<file path="config.mk">
export PLATFORM = sky130hd
export DESIGN_NAME = round_judge_display
export DESIGN_NICKNAME = d
export VERILOG_FILES = /design/src/rtl/round_judge_display_pkg.sv /design/src/rtl/round_judge_display_bin8_to_bcd.sv /design/src/rtl/round_judge_display.sv
export SDC_FILE = /design/constraint.sdc
export NUM_CORES = 1
export LEC_CHECK = 0
export CORE_UTILIZATION = 50
export CTS_CLUSTER_DIAMETER = 30
export CTS_CLUSTER_SIZE = 14
export DETAILED_ROUTE_END_ITERATION = 8
export GPL_ROUTABILITY_DRIVEN = 0
export PLACE_DENSITY = 0.78
export SLEW_MARGIN = 20
export SYNTH_ARGS = -nofsm -noshare
export SYNTH_HDL_FRONTEND = slang
export SYNTH_SLANG_ARGS = --single-unit
</file>
<file path="constraint.sdc">
create_clock -name clk -period 7 [get_ports clk]
set_clock_uncertainty 0.05 [all_clocks]
set_input_delay 1.4 -clock clk [delete_from_list [all_inputs] [get_ports clk]]
set_output_delay 1.4 -clock clk [all_outputs]
set_load 0.02 [all_outputs]
</file>
<file path="src/rtl/round_judge_display_pkg.sv">
// Shared constants and helpers for the round judgement / display block.
// Holds the active-low 7-segment table and the dark-display values.
package round_judge_display_pkg;

  localparam logic [3:0] AN_OFF  = 4'hF;
  localparam logic [7:0] SEG_OFF = 8'hFF;

  typedef enum logic {
    GS_IDLE = 1'b0,
    GS_RUN  = 1'b1
  } game_t;

  // Active-low {dp,g,f,e,d,c,b,a}; dp is always dark.
  function automatic logic [7:0] seg_code(input logic [3:0] v);
    logic [7:0] s;
    case (v)
      4'h0: s = 8'hC0;
      4'h1: s = 8'hF9;
      4'h2: s = 8'hA4;
      4'h3: s = 8'hB0;
      4'h4: s = 8'h99;
      4'h5: s = 8'h92;
      4'h6: s = 8'h82;
      4'h7: s = 8'hF8;
      4'h8: s = 8'h80;
      4'h9: s = 8'h90;
      4'hA: s = 8'h88;
      4'hB: s = 8'h83;
      4'hC: s = 8'hC6;
      4'hD: s = 8'hA1;
      4'hE: s = 8'h86;
      default: s = 8'h8E;
    endcase
    return s;
  endfunction

endpackage

</file>
<file path="src/rtl/round_judge_display_bin8_to_bcd.sv">
// Combinational 8-bit binary to three BCD digits.
// Shift-and-add-3 over all eight input bits.
module bin8_to_bcd
  import round_judge_display_pkg::*;
(
  input  logic [7:0] bin,
  output logic [3:0] hundreds,
  output logic [3:0] tens,
  output logic [3:0] ones
);

  logic [19:0] sh;

  // Double-dabble: adjust any BCD nibble >= 5 before each shift.
  always_comb begin
    sh = {12'd0, bin};
    for (int i = 0; i < 8; i++) begin
      if (sh[11:8] >= 4'd5)
        sh[11:8] = sh[11:8] + 4'd3;
      if (sh[15:12] >= 4'd5)
        sh[15:12] = sh[15:12] + 4'd3;
      if (sh[19:16] >= 4'd5)
        sh[19:16] = sh[19:16] + 4'd3;
      sh = sh << 1;
    end
  end

  assign ones     = sh[11:8];
  assign tens     = sh[15:12];
  assign hundreds = sh[19:16];

endmodule

</file>
<file path="src/rtl/round_judge_display.sv">
// Round judgement, game-state tracking and 4-digit display scan.
// Score shown in decimal on digits 0-2, pattern in hex on digit 3.
module round_judge_display
  import round_judge_display_pkg::*;
#(
  parameter int SCAN_DIV = 50000
) (
  input  logic       clk,
  input  logic       rst,
  input  logic       round_clk,
  input  logic       restart,
  input  logic [3:0] pattern,
  input  logic [3:0] user_input,
  input  logic [7:0] score,
  output logic       round_result,
  output logic       game_state,
  output logic [7:0] SEG,
  output logic [3:0] AN,
  output logic [7:0] LED
);

  localparam int CW = $clog2(SCAN_DIV);
  localparam logic [CW-1:0] SCAN_MAX = CW'(SCAN_DIV - 1);

  logic          rc_q;
  logic          round_edge;
  game_t         state;
  game_t         state_nx;
  logic [CW-1:0] scan_cnt;
  logic [1:0]    dig;
  logic [3:0]    hundreds;
  logic [3:0]    tens;
  logic [3:0]    ones;
  logic [3:0]    digit_val;

  assign round_result = (pattern == user_input);
  assign round_edge   = round_clk & ~rc_q;

  // Delay round_clk one cycle for rising-edge detection.
  always_ff @(posedge clk) begin
    if (rst) rc_q <= 1'b0;
    else     rc_q <= round_clk;
  end

  // Game state register.
  always_ff @(posedge clk) begin
    if (rst) state <= GS_IDLE;
    else     state <= state_nx;
  end

  // Restart wins over a round boundary; a boundary latches the verdict.
  always_comb begin
    state_nx = state;
    if (restart)
      state_nx = GS_RUN;
    else if (round_edge)
      state_nx = round_result ? GS_RUN : GS_IDLE;
  end

  // Game state output decode.
  always_comb begin
    game_state = (state == GS_RUN);
  end

  // Digit hold counter and digit index.
  always_ff @(posedge clk) begin
    if (rst) begin
      scan_cnt <= '0;
      dig      <= 2'd0;
    end else if (scan_cnt == SCAN_MAX) begin
      scan_cnt <= '0;
      dig      <= dig + 2'd1;
    end else begin
      scan_cnt <= scan_cnt + CW'(1);
    end
  end

  bin8_to_bcd u_bcd (
    .bin      (score),
    .hundreds (hundreds),
    .tens     (tens),
    .ones     (ones)
  );

  // Select the value shown on the current digit.
  always_comb begin
    digit_val = ones;
    case (dig)
      2'd0: digit_val = ones;
      2'd1: digit_val = tens;
      2'd2: digit_val = hundreds;
      default: digit_val = pattern;
    endcase
  end

  // Registered anode and segment drive.
  always_ff @(posedge clk) begin
    if (rst) begin
      AN  <= AN_OFF;
      SEG <= SEG_OFF;
    end else begin
      AN  <= ~(4'b0001 << dig);
      SEG <= seg_code(digit_val);
    end
  end

  assign LED = {round_result, game_state, 2'b00, pattern};

endmodule

</file>
# Word-level counts from Yosys, hierarchy flattened
# Memory sizes are Yosys's and may differ from the RTL's. A register that Yosys moved wholly into a read port is not among the register bits.
# Cells that the tools add are included.
[totals] memories=1 regBits=32 out_inout_bits=22 wordCells=78 mem_bits_ro=112
[memory_table] memory="(name not given)" words=16 width=7 read_ports=1 rd_ports_with_merged_regs=1 write_ports=0 line_no="round_judge_display_pkg.sv:16" source="case (v)"
[classes] n_eq_ne=4 n_mux=22 magnitude_cmp=18 n_bitwise=3 n_addsub=20 shift=1 reduce_logical=3
[ops] cell="4-bit by 3-bit greater-or-equal comparator with 1-bit output, second input constant" count=15
[ops] cell="4-bit 2-to-1 mux" count=12
[ops] cell="4-bit by 2-bit adder with 4-bit output, second input constant" count=11
[ops] cell="3-bit 2-to-1 mux" count=6
[ops] cell="16-bit by 1-bit adder with 16-bit output, second input constant" count=1
[ops] cell="16-bit == test, second input constant" count=1
[ops] cell="3-bit by 2-bit adder with 3-bit output, second input constant" count=4
[ops] cell="4-bit case mux with 3 select lines" count=1
[ops] cell="1-bit by 2-bit adder with 3-bit output, second input constant" count=2
[ops] cell="1-bit by 3-bit greater-or-equal comparator with 1-bit output, second input constant" count=2
[ops] cell="4-bit == test" count=1
[ops] cell="4-bit NOT" count=1
[ops] cell="1-bit by 2-bit left shift with 4-bit output, first input constant" count=1
[ops] cell="1-bit by 2-bit adder with 3-bit output, both inputs constant" count=1
[ops] cell="1-bit by 3-bit greater-or-equal comparator with 1-bit output, both inputs constant" count=1
[ops] cell="1-bit 2-to-1 mux" count=3
[ops] cell="2-bit by 1-bit adder with 2-bit output, second input constant" count=1
[ops] cell="2-bit by 1-bit == test with 1-bit output, second input constant" count=1
[ops] cell="2-bit == test, second input constant" count=1
[ops] cell="2-bit zero test" count=1
[ops] cell="2-bit nonzero test" count=1
[ops] cell="2-bit OR reduction" count=1
[ops] cell="1-bit AND" count=1
[ops] cell="1-bit NOT" count=1

# Logic depth before layout (Yosys ltp)
# Gate-level depths: netlist of run 1.
[depth] word_depth=15 depth_mapped=34

# Modules after synthesis
# From an unflattened synthesis of run 1, not the netlist that was laid out.
[unflattened] cells_unflattened=313 hier_area_um2=2635.0
[by_module_without_submodules] mod="round_judge_display" n_inst=1 area_each_um2=1665.3 cells_each=179
[by_module_without_submodules] mod="bin8_to_bcd" n_inst=1 area_each_um2=969.7 cells_each=134

# Worst setup path before layout of run 1
# OpenSTA, ideal clock, no wires.
[synth_path] path_type="input -> register" startpoint="input score[6]" endpoint="register SEG[0]" path_buffers=4 path_slack_ps=-541 arrival_ps=7374 setup_time_ps=116 t_required_ps=6834 path_stages=33 cell_sequence="buf_2 -> inv_1 -> ha_1 -> o21ai_0 -> xnor2_1 -> ha_1 -> nor2b_1 -> o32a_1 -> buf_6 -> xnor2_1 -> ha_1 -> nand2b_1 -> a221oi_2 -> or2_2 -> clkbuf_1 -> nand2_1 -> ha_1 -> clkbuf_1 -> mux2_2 -> inv_1 -> ha_1 -> o21a_1 -> a21oi_1 -> o211ai_1 -> a21oi_1 -> a31o_2 -> o21ai_0 -> inv_1 -> ha_1 -> or2_2 -> nor4_1 -> a31oi_1 -> o211a_1"
[synth_via] elab_chain_len=13 elab_cells_between_ends=46
[synth_rtl] item="start: declaration" line_no="round_judge_display.sv:14" source="input logic [7:0] score,"
[synth_rtl] item="4-bit by 2-bit adder with 4-bit output or 4-bit by 3-bit greater-or-equal comparator with 1-bit output (tied branches)" line_no="round_judge_display_bin8_to_bcd.sv:19, round_judge_display_bin8_to_bcd.sv:18"
[synth_rtl] item="4-bit 2-to-1 mux (*)" line_no="round_judge_display_bin8_to_bcd.sv:18" source="if (sh[11:8] >= 4'd5)"
[synth_rtl] item="4-bit by 2-bit adder with 4-bit output, or another cell as far along" line_no="round_judge_display_bin8_to_bcd.sv:19" source="sh[11:8] = sh[11:8] + 4'd3;"
[synth_rtl] item="4-bit 2-to-1 mux (on tied branches)" line_no="round_judge_display_bin8_to_bcd.sv:18, round_judge_display_bin8_to_bcd.sv:20"
[synth_rtl] item="4-bit by 2-bit adder with 4-bit output, or another cell as far along" line_no="round_judge_display_bin8_to_bcd.sv:19"
[synth_rtl] item="4-bit 2-to-1 mux, or another cell as far along" line_no="round_judge_display_bin8_to_bcd.sv:18"
[synth_rtl] item="4-bit by 2-bit adder with 4-bit output, or another cell as far along" line_no="round_judge_display_bin8_to_bcd.sv:19"
[synth_rtl] item="4-bit 2-to-1 mux, or another cell as far along" line_no="round_judge_display_bin8_to_bcd.sv:18"
[synth_rtl] item="4-bit by 2-bit adder with 4-bit output, or another cell as far along" line_no="round_judge_display_bin8_to_bcd.sv:21" source="sh[15:12] = sh[15:12] + 4'd3;"
[synth_rtl] item="4-bit 2-to-1 mux, or another cell as far along" line_no="round_judge_display_bin8_to_bcd.sv:20" source="if (sh[15:12] >= 4'd5)"
[synth_rtl] item="4-bit by 2-bit adder with 4-bit output, or another cell as far along" line_no="round_judge_display_bin8_to_bcd.sv:21"
[synth_rtl] item="4-bit 2-to-1 mux, or another cell as far along" line_no="round_judge_display_bin8_to_bcd.sv:20"
[synth_rtl] item="4-bit case mux with 3 select lines (*)" line_no="round_judge_display.sv:88" source="case (dig)"
[synth_rtl] item="end: declaration" line_no="round_judge_display.sv:17" source="output logic [7:0] SEG,"
# Mark *: on every way between the ends. The rest lies on a longest branch, timed or not.
# A chain may end at the register's enable or synchronous reset.

# Worst setup path after layout of run 1
[layout_path] startpoint="input score[7]" endpoint="register SEG[1]"
[layout_via] elab_chain_len=15 elab_cells_between_ends=49
[layout_rtl] item="1-bit by 3-bit greater-or-equal comparator with 1-bit output or 1-bit by 2-bit adder with 3-bit output (tied branches)" line_no="round_judge_display_bin8_to_bcd.sv:18, round_judge_display_bin8_to_bcd.sv:19"
[layout_rtl] item="3-bit 2-to-1 mux (*)" line_no="round_judge_display_bin8_to_bcd.sv:18"
[layout_rtl] item="4-bit by 2-bit adder with 4-bit output or 4-bit by 3-bit greater-or-equal comparator with 1-bit output (tied branches)" line_no="round_judge_display_bin8_to_bcd.sv:19, round_judge_display_bin8_to_bcd.sv:18"
[layout_rtl] item="4-bit 2-to-1 mux (*)" line_no="round_judge_display_bin8_to_bcd.sv:18"
[layout_rtl] item="4-bit by 2-bit adder with 4-bit output, or another cell as far along" line_no="round_judge_display_bin8_to_bcd.sv:19"
[layout_rtl] item="4-bit 2-to-1 mux (on tied branches)" line_no="round_judge_display_bin8_to_bcd.sv:18, round_judge_display_bin8_to_bcd.sv:20"
[layout_rtl] item="4-bit by 2-bit adder with 4-bit output, or another cell as far along" line_no="round_judge_display_bin8_to_bcd.sv:19"
[layout_rtl] item="4-bit 2-to-1 mux, or another cell as far along" line_no="round_judge_display_bin8_to_bcd.sv:18"
[layout_rtl] item="4-bit by 2-bit adder with 4-bit output, or another cell as far along" line_no="round_judge_display_bin8_to_bcd.sv:21"
[layout_rtl] item="4-bit 2-to-1 mux, or another cell as far along" line_no="round_judge_display_bin8_to_bcd.sv:20"
[layout_rtl] item="4-bit by 2-bit adder with 4-bit output, or another cell as far along" line_no="round_judge_display_bin8_to_bcd.sv:21"
[layout_rtl] item="4-bit 2-to-1 mux, or another cell as far along" line_no="round_judge_display_bin8_to_bcd.sv:20"
[layout_rtl] item="4-bit by 2-bit adder with 4-bit output, or another cell as far along" line_no="round_judge_display_bin8_to_bcd.sv:21"
[layout_rtl] item="4-bit 2-to-1 mux, or another cell as far along" line_no="round_judge_display_bin8_to_bcd.sv:20"
[layout_rtl] item="4-bit case mux with 3 select lines (*)" line_no="round_judge_display.sv:88"
# Marks and branches as above.

==> summary.md, run 1 <==
| Metric | Value |
|---|---|
| Most common cell after layout, fill and taps aside | `nor2_1` |
| Global-route wire length before repair | `between 10,000 and 15,000 um` |
| Buffers on Ports | `38` |
| Most frequent cell on the critical path | `nor2_1` |
| Area share of the largest cell type after synthesis | `roughly 23%` |
| Cell family with most CP delay | `compound AO/OA/AOI/OAI gates` |
| Max_cap viols | `0` |
| Area leader, netlist | `dfxtp_1` |
| Final worst path period need | `approximately 6.6 ns` |
| Die Height | `about 76 um` |
| Post-Place Setup Slack | `-0.120 ns` |
| Hold Crit Depth | `1` |
| Clock buffer depth | `2` |
| Pint | `about 0.46 mW` |
| Clock Pin Slew Worst Setup and Hold Paths | `0.06 ns` |
| DRC errors left | `0` |
| GRT Total Usage | `approximately 24%` |
| Crit path max-delay cell type | `o311ai_1` |
| VDD IR max | `about 0.00019 V` |
| Core area | `~5200 um2` |
| Status | `finished clean` |
| EDFF count, synth | `0` |
| CP bufs+invs | `4` |
| Worst path depth | `27` |
| Ys Warns | `0` |
| Detailed Route WL | `slightly above 7000 um` |
| Sw frac | `a little under two fifths` |
| Register bit count reported by yosys | `31` |
| CTS tree | `done` |
| Max FO, Critical Path | `7` |
| Fillers | `437` |
| Post-DP HPWL | `around 5200 um` |
| Unique masters post-synth | `slightly below 70` |
| Site Rows | `26` |
| Sequential share of power | `26.5%` |
| CP startpoint kind | `input pin` |
| Vias in the first global route | `between 2,000 and 3,000` |
| CP peak stage delay | `between 0.5 and 0.6 ns` |
| Layout cells sized above 1 | `20.6%` |
| Final hold violation count | `0` |
| Overall power | `about 0.74 mW` |
| Worst relative slew slack | `between 50 and 60%` |
| Fmax | `around 0.15 GHz` |
| Drt initial violations | `around 120` |
| Final worst slack | `roughly 0.45 ns` |
| Total gr overflow | `0` |
| CP Class | `in2reg` |
| Pins Over Slew Limit | `0` |
| Avg Cell Area, Syn | `about 7.9 um2` |
| Routed vias/inst | `5.91` |
| Root buffer cell | `clkbuf_8` |
| Static Leak | `around 1.5 nW` |
| Nets | `about 450` |
| Hold buffer count at cts | `0` |
| Antenna cells | `0` |
| Top FF cell, synth | `dfxtp_1` |
| Synth Instances | `between 300 and 400` |
| Power Dens Cells | `205 nW/um2` |
| Die ar. | `around 5800 um2` |
| Number of CTS-inserted buffers | `5` |
| Seq/Total Area, Yosys | `22.5%` |
| Synth top area cells | `dfxtp_1, ha_1, nor2_1` |
| H-tree Lvls | `2` |
| Count of final setup violators | `0` |
| Initial antenna violation count | `0` |
| Worst skew pair latency | `between 0.2 and 0.3 ns` |
| Clk network pwr share | `18.7%` |
| RSZ-0062 raised after global routing | `false` |
| Critical Path End Type | `flip-flop` |
| Initial core utilization | `between 50% and 60%` |
| DR WL/cell | `15.1 um` |
| Die width | `around 76 um` |
| Fin crit share | `93.6%` |
| Arr. time, crit path | `around 6.7 ns` |
| Required @ worst endpoint | `approximately 7 ns` |
| I/O Pins | `42` |
| Most frequent cells in the layout | `nor2_1, clkdlybuf4s50_1, buf_4` |
| First-pass DRT Iterations | `5` |
| Final ANT Viol Nets | `0` |
| Routed vias | `approximately 2,800` |
| Switching Power | `approximately 0.28 mW` |
| Worst slew pin tran | `slightly above 0.6 ns` |
| Hold WC Path Type | `reg2reg` |
| Reg2Reg Depth | `12` |
| CTS Sinks | `31` |
| Comb power frac | `54.7%` |
| Largest net degree at the start of global routing | `15` |
| Post-Syn Area | `about 2800 um2` |
| P&R area growth vs syn | `30.4%` |
| Share of flip-flops with an asynchronous set or reset | `0%` |
[Yosys cell counts (3+ instances only)]
library cell and count:
nor2b_1 5, mux2_2 3, and3_1 10, o311a_1 4
xnor2_1 10, buf_4 9, nor4_1 3, nor3_1 6
nor2_1 41, o21ai_0 14, ha_1 20, a31oi_1 6
and2_1 3, a31o_2 4, nand2_1 24, dfxtp_1 31
inv_1 19, o211ai_1 5, a211o_1 3, a211oi_1 3
xor2_1 12, o31a_1 3, clkbuf_1 9, o221ai_1 3
nand2b_1 5, nand4_1 5, or4_1 4, a21oi_1 13
o31ai_1 3, nand3_1 16, mux2i_1 8, buf_6 3
[worst register-to-register path, delay by kind of cell, from the launching register on]
kind                       cells  cell delay, ns
buffers and inverters          2            0.18
and+or+nand+nor                2            0.57
adders and majority gates      2            0.51
AOI/OAI and AO/OA              6            0.85
DFF                            1            0.40
[power groups by stage]
| stage | clock network [mW] | registers (mW) | logic, mW |
|---|---|---|---|
| after floorplan | 0 | 0.215 | 0.227 |
| after global placement | 0 | 0.199 | 0.354 |
| after detailed placement | 0 | 0.200 | 0.361 |
| after CTS | 0.143 | 0.196 | 0.363 |
| after global routing | 0.149 | 0.198 | 0.438 |
| final | 0.138 | 0.196 | 0.404 |
[timing repair]
item / 4_1_cts / 5_1_grt
resized for setup: 0 / 31
endpoints found under the setup margin: 0 / 7
buffers inserted: 0 / 8
[kinds of logic after synthesis]
kind of cell	synth area share (%)
AOI/OAI and AO/OA	23.9
buffers and inverters	7.80
xor gates and xnor gates	6.99
other	0.272
DFF	22.5
muxes	5.22
adders and majority gates	9.07
and+or+nand+nor	24.2
[layout make-up]
class,count,area (um2),share of cell area [%]
Inverter,19,71.3,1.98
Tap cell,70,87.6,2.43
Clock buffer,6,82.6,2.30
Multi-Input combinational cell,278,2080,57.9
Timing Repair Buffer,73,648,18.0
Sequential cell,31,621,17.3
Clock inverter,1,5.00,0.139
[final timing paths]
path | from | endpoint | slack (ns)
max | score[7] | SEG[1] | 0.45
min | scan_cnt[0] | scan_cnt[0] | 0.43
max reg2reg | dig[0] | SEG[0] | 4.34
min reg2reg | scan_cnt[0] | scan_cnt[0] | 0.43
[registers in the layout, summed over array words and instances (netlist names)]
register and cells:
AN 4, SEG 7, dig 2, game_state 1, rc_q 1, scan_cnt 16
[per-layer routing]
metal | wire, um | up-vias | global-route usage (%)
met2 | 3640 | 92 | 43.7
met3 | 326 | 12 | 4.31
met4 | 107 | 0 | 5.58
met5 | 0 | - | 0
li1 | - | 1383 | -
met1 | 3140 | 1337 | 30.3
[through the flow]
stage | TNS, ns | utilization, % | hold slack, ns | cell area (um2) | std cells
after floorplan | 0 | - | 0.380 | 2810 | 351
after global placement | 0 | 64.2 | 0.399 | 3340 | 463
after detailed placement | -0.201 | 64.2 | 0.419 | 3340 | 463
after CTS | 0 | 65.8 | 0.433 | 3430 | 470
after global routing | 0 | 69.1 | 0.448 | 3600 | 478
final | 0 | 69.1 | 0.427 | 3600 | 478
Power figures use the tool's default switching activity.
==> inputs of run 2 (changes only) <==
--- a/config.mk
+++ b/config.mk
@@ -5,12 +5,13 @@
 export SDC_FILE = /design/constraint.sdc
 export NUM_CORES = 1
 export LEC_CHECK = 0
-export CORE_UTILIZATION = 50
-export CTS_CLUSTER_DIAMETER = 30
+export CORE_UTILIZATION = 53
+export CTS_CLUSTER_DIAMETER = 50
 export CTS_CLUSTER_SIZE = 14
 export DETAILED_ROUTE_END_ITERATION = 8
+export DONT_BUFFER_PORTS = 1
 export GPL_ROUTABILITY_DRIVEN = 0
-export PLACE_DENSITY = 0.78
+export PLACE_DENSITY = 0.71
 export SLEW_MARGIN = 20
 export SYNTH_ARGS = -nofsm -noshare
 export SYNTH_HDL_FRONTEND = slang
==> run 2 against run 1 <==
Compared with the run above:
- flip-flop and latch count did not move
- power is 12% lower
- sequential share of layout area up 3.2 points
- via count shrank 11%
- design area down 16%
- die area fell by 5.5%
- clock power hardly changed
- critical path depth increased by 2
- first-iteration DRC count shrank 10%
- global-route usage fell by 1.1 points
- maximum frequency about the same
- core utilization down 6.5 points
- largest power group unchanged
==> summary.md, run 2 (same netlist as run 1, synthesis figures left out) <==
| Metric | Value |
|---|---|
| Final ANT Viol Nets | `0` |
| Most frequent cell on the critical path | `ha_1` |
| CP peak stage delay | `a little over 0.4 ns` |
| Max reg flops | `16` |
| P&R area growth vs syn | `10.2%` |
| Biggest register | `scan_cnt` |
| CP Class | `in2reg` |
| Detailed Route WL | `between 6000 and 7000 um` |
| Most frequent cells in the layout | `nor2_1, dfxtp_1, nand2_1` |
| Hold Path Sink | `scan_cnt[0]` |
| Placed Instances | `407` |
| Final hold violation count | `0` |
| Overall power | `between 0.6 and 0.7 mW` |
| Clock buffer depth | `2` |
| Power Dens Cells | `around 210 nW/um2` |
| Worst slew pin tran | `1.03 ns` |
| Final worst path period need | `6.56 ns` |
| Routed vias | `roughly 2,500` |
| Post-DP HPWL | `around 4800 um` |
| Most common cell after layout, fill and taps aside | `nor2_1` |
| Reg2Reg Depth | `12` |
| Total gr overflow | `0` |
| First-pass DRT Iterations | `4` |
| Die Height | `74.1 um` |
| Fmax | `roughly 0.15 GHz` |
| Required @ worst endpoint | `around 7 ns` |
| H-tree Lvls | `2` |
| Worst Hold Launch | `scan_cnt[0]` |
| Largest net degree at the start of global routing | `15` |
| Hold WC Path Type | `reg2reg` |
| Routed vias/inst | `between 6 and 7` |
| CTS Sinks | `31` |
| Root buffer cell | `clkbuf_8` |
| Die width | `~74 um` |
| Antenna cells | `0` |
| DR WL/cell | `about 15 um` |
| Finished Core Util | `62.7%` |
| Global-route wire length before repair | `slightly above 10,000 um` |
| Worst relative slew slack | `30.7%` |
| WHS | `approximately 0.43 ns` |
| Fin crit share | `93.7%` |
| Status | `finished clean` |
| Fin cells | `~420` |
| Site Rows | `25` |
| Static Leak | `approximately 1.2 nW` |
| I/O Pins | `42` |
| Max_cap viols | `0` |
| VDD IR max | `0.000137 V` |
| Count of final setup violators | `0` |
| Crit path max-delay cell type | `o32a_1` |
| Hold buffer count at cts | `0` |
| Initial core utilization | `roughly 57%` |
| Buffers on Ports | `0` |
| Core area | `slightly below 5000 um2` |
| Internal reg-to-reg setup slack | `between 4 and 5 ns` |
| Reg-to-reg critical path startpoint | `dig[0]` |
| RSZ-0062 raised after global routing | `false` |
| Hold Crit Depth | `1` |
| Max FO, Critical Path | `8` |
| Regs by FF count | `scan_cnt: 16 flops, SEG: 7 flops, AN: 4 flops` |
| Reg-to-Reg End | `SEG[0]` |
| Layout cells sized above 1 | `around 15%` |
| Drt initial violations | `about 110` |
| DRC errors left | `0` |
| Arr. time, crit path | `~6.7 ns` |
| Pins Over Slew Limit | `0` |
| Die ar. | `about 5500 um2` |
| Initial antenna violation count | `0` |
| Worst skew pair latency | `0.28 ns` |
| CTS tree | `done` |
| Critical Path End Type | `flip-flop` |
| Number of CTS-inserted buffers | `5` |
| CP startpoint kind | `input pin` |
| Clock Pin Slew Worst Setup and Hold Paths | `around 0.060 ns` |
| GRT Total Usage | `a little under a quarter` |
| Vias in the first global route | `~2,300` |
| Nets | `390` |
==> run 2: changes by cell type in the layout (fill, tap and decap cells not counted), sizes merged <==
cell           previous run  this run
buf                      35        15
clkdlybuf4s50            36         0
dlymetal6s2s              2         0
==> run 2: worst max path at each step <==
stage	from	cells after the start	end
2_1_floorplan	score[6]	33	SEG[0]
3_3_place_gp	score[6]	25	SEG[0]
3_5_place_dp	score[6]	27	SEG[0]
4_1_cts	score[6]	27	SEG[0]
5_1_grt	score[6]	29	SEG[0]
6_report	score[6]	29	SEG[0]
==> run 2: timing repair <==
item,in CTS,in global routing
endpoints found under the setup margin,0,7
gates resized for setup,0,14
setup buffers,0,3
==> run 2: layout make-up <==
class | count | area [um2]
Tap cell | 67 | 83.8
Clock buffer | 6 | 82.6
Sequential cell | 31 | 621
Fill cell | 427 | 1810
Multi-Input combinational cell | 278 | 2060
Clock inverter | 1 | 5.00
Inverter | 19 | 71.3
Timing Repair Buffer | 15 | 113
==> run 2: worst max-delay path: cells and delay by family <==
family                     cells  cell delay (ns)
xor gates and xnor gates       2             0.29
buffers and inverters          2             0.10
AOI/OAI and AO/OA             11             2.07
and+or+nand+nor                7             1.27
adders and majority gates      6             1.33
muxes                          1             0.19
==> run 2: metal layers <==
| metal | vias to the layer above | track usage (%) | part of all wire [%] | wire length, um |
|---|---|---|---|---|
| met4 | 0 | 5.34 | 0.72 | 45 |
| met5 | - | 0 | 0 | 0 |
| met2 | 63 | 37.2 | 47 | 2970 |
| met3 | 7 | 5.69 | 6.0 | 377 |
| li1 | 1268 | - | - | - |
| met1 | 1180 | 31.9 | 46 | 2890 |
==> run 2: report_power, final <==
part	internal, mW	total [mW]	switching (mW)
combinational	0.134	0.300	0.166
clock	0.0769	0.138	0.0615
sequential	0.191	0.213	0.0223
total	0.402	0.652	0.250
==> run 2: stage by stage <==
step / area, um2 / setup TNS (ns) / worst slack, ns
after detailed placement: 2850 / -0.0539 / -0.0539
after global routing: 3040 / 0 / 0.0140
after floorplan: 2810 / 0 / 0.00847
final: 3040 / 0 / 0.440
after global placement: 2850 / 0 / 0.216
after CTS: 2940 / 0 / 0.189
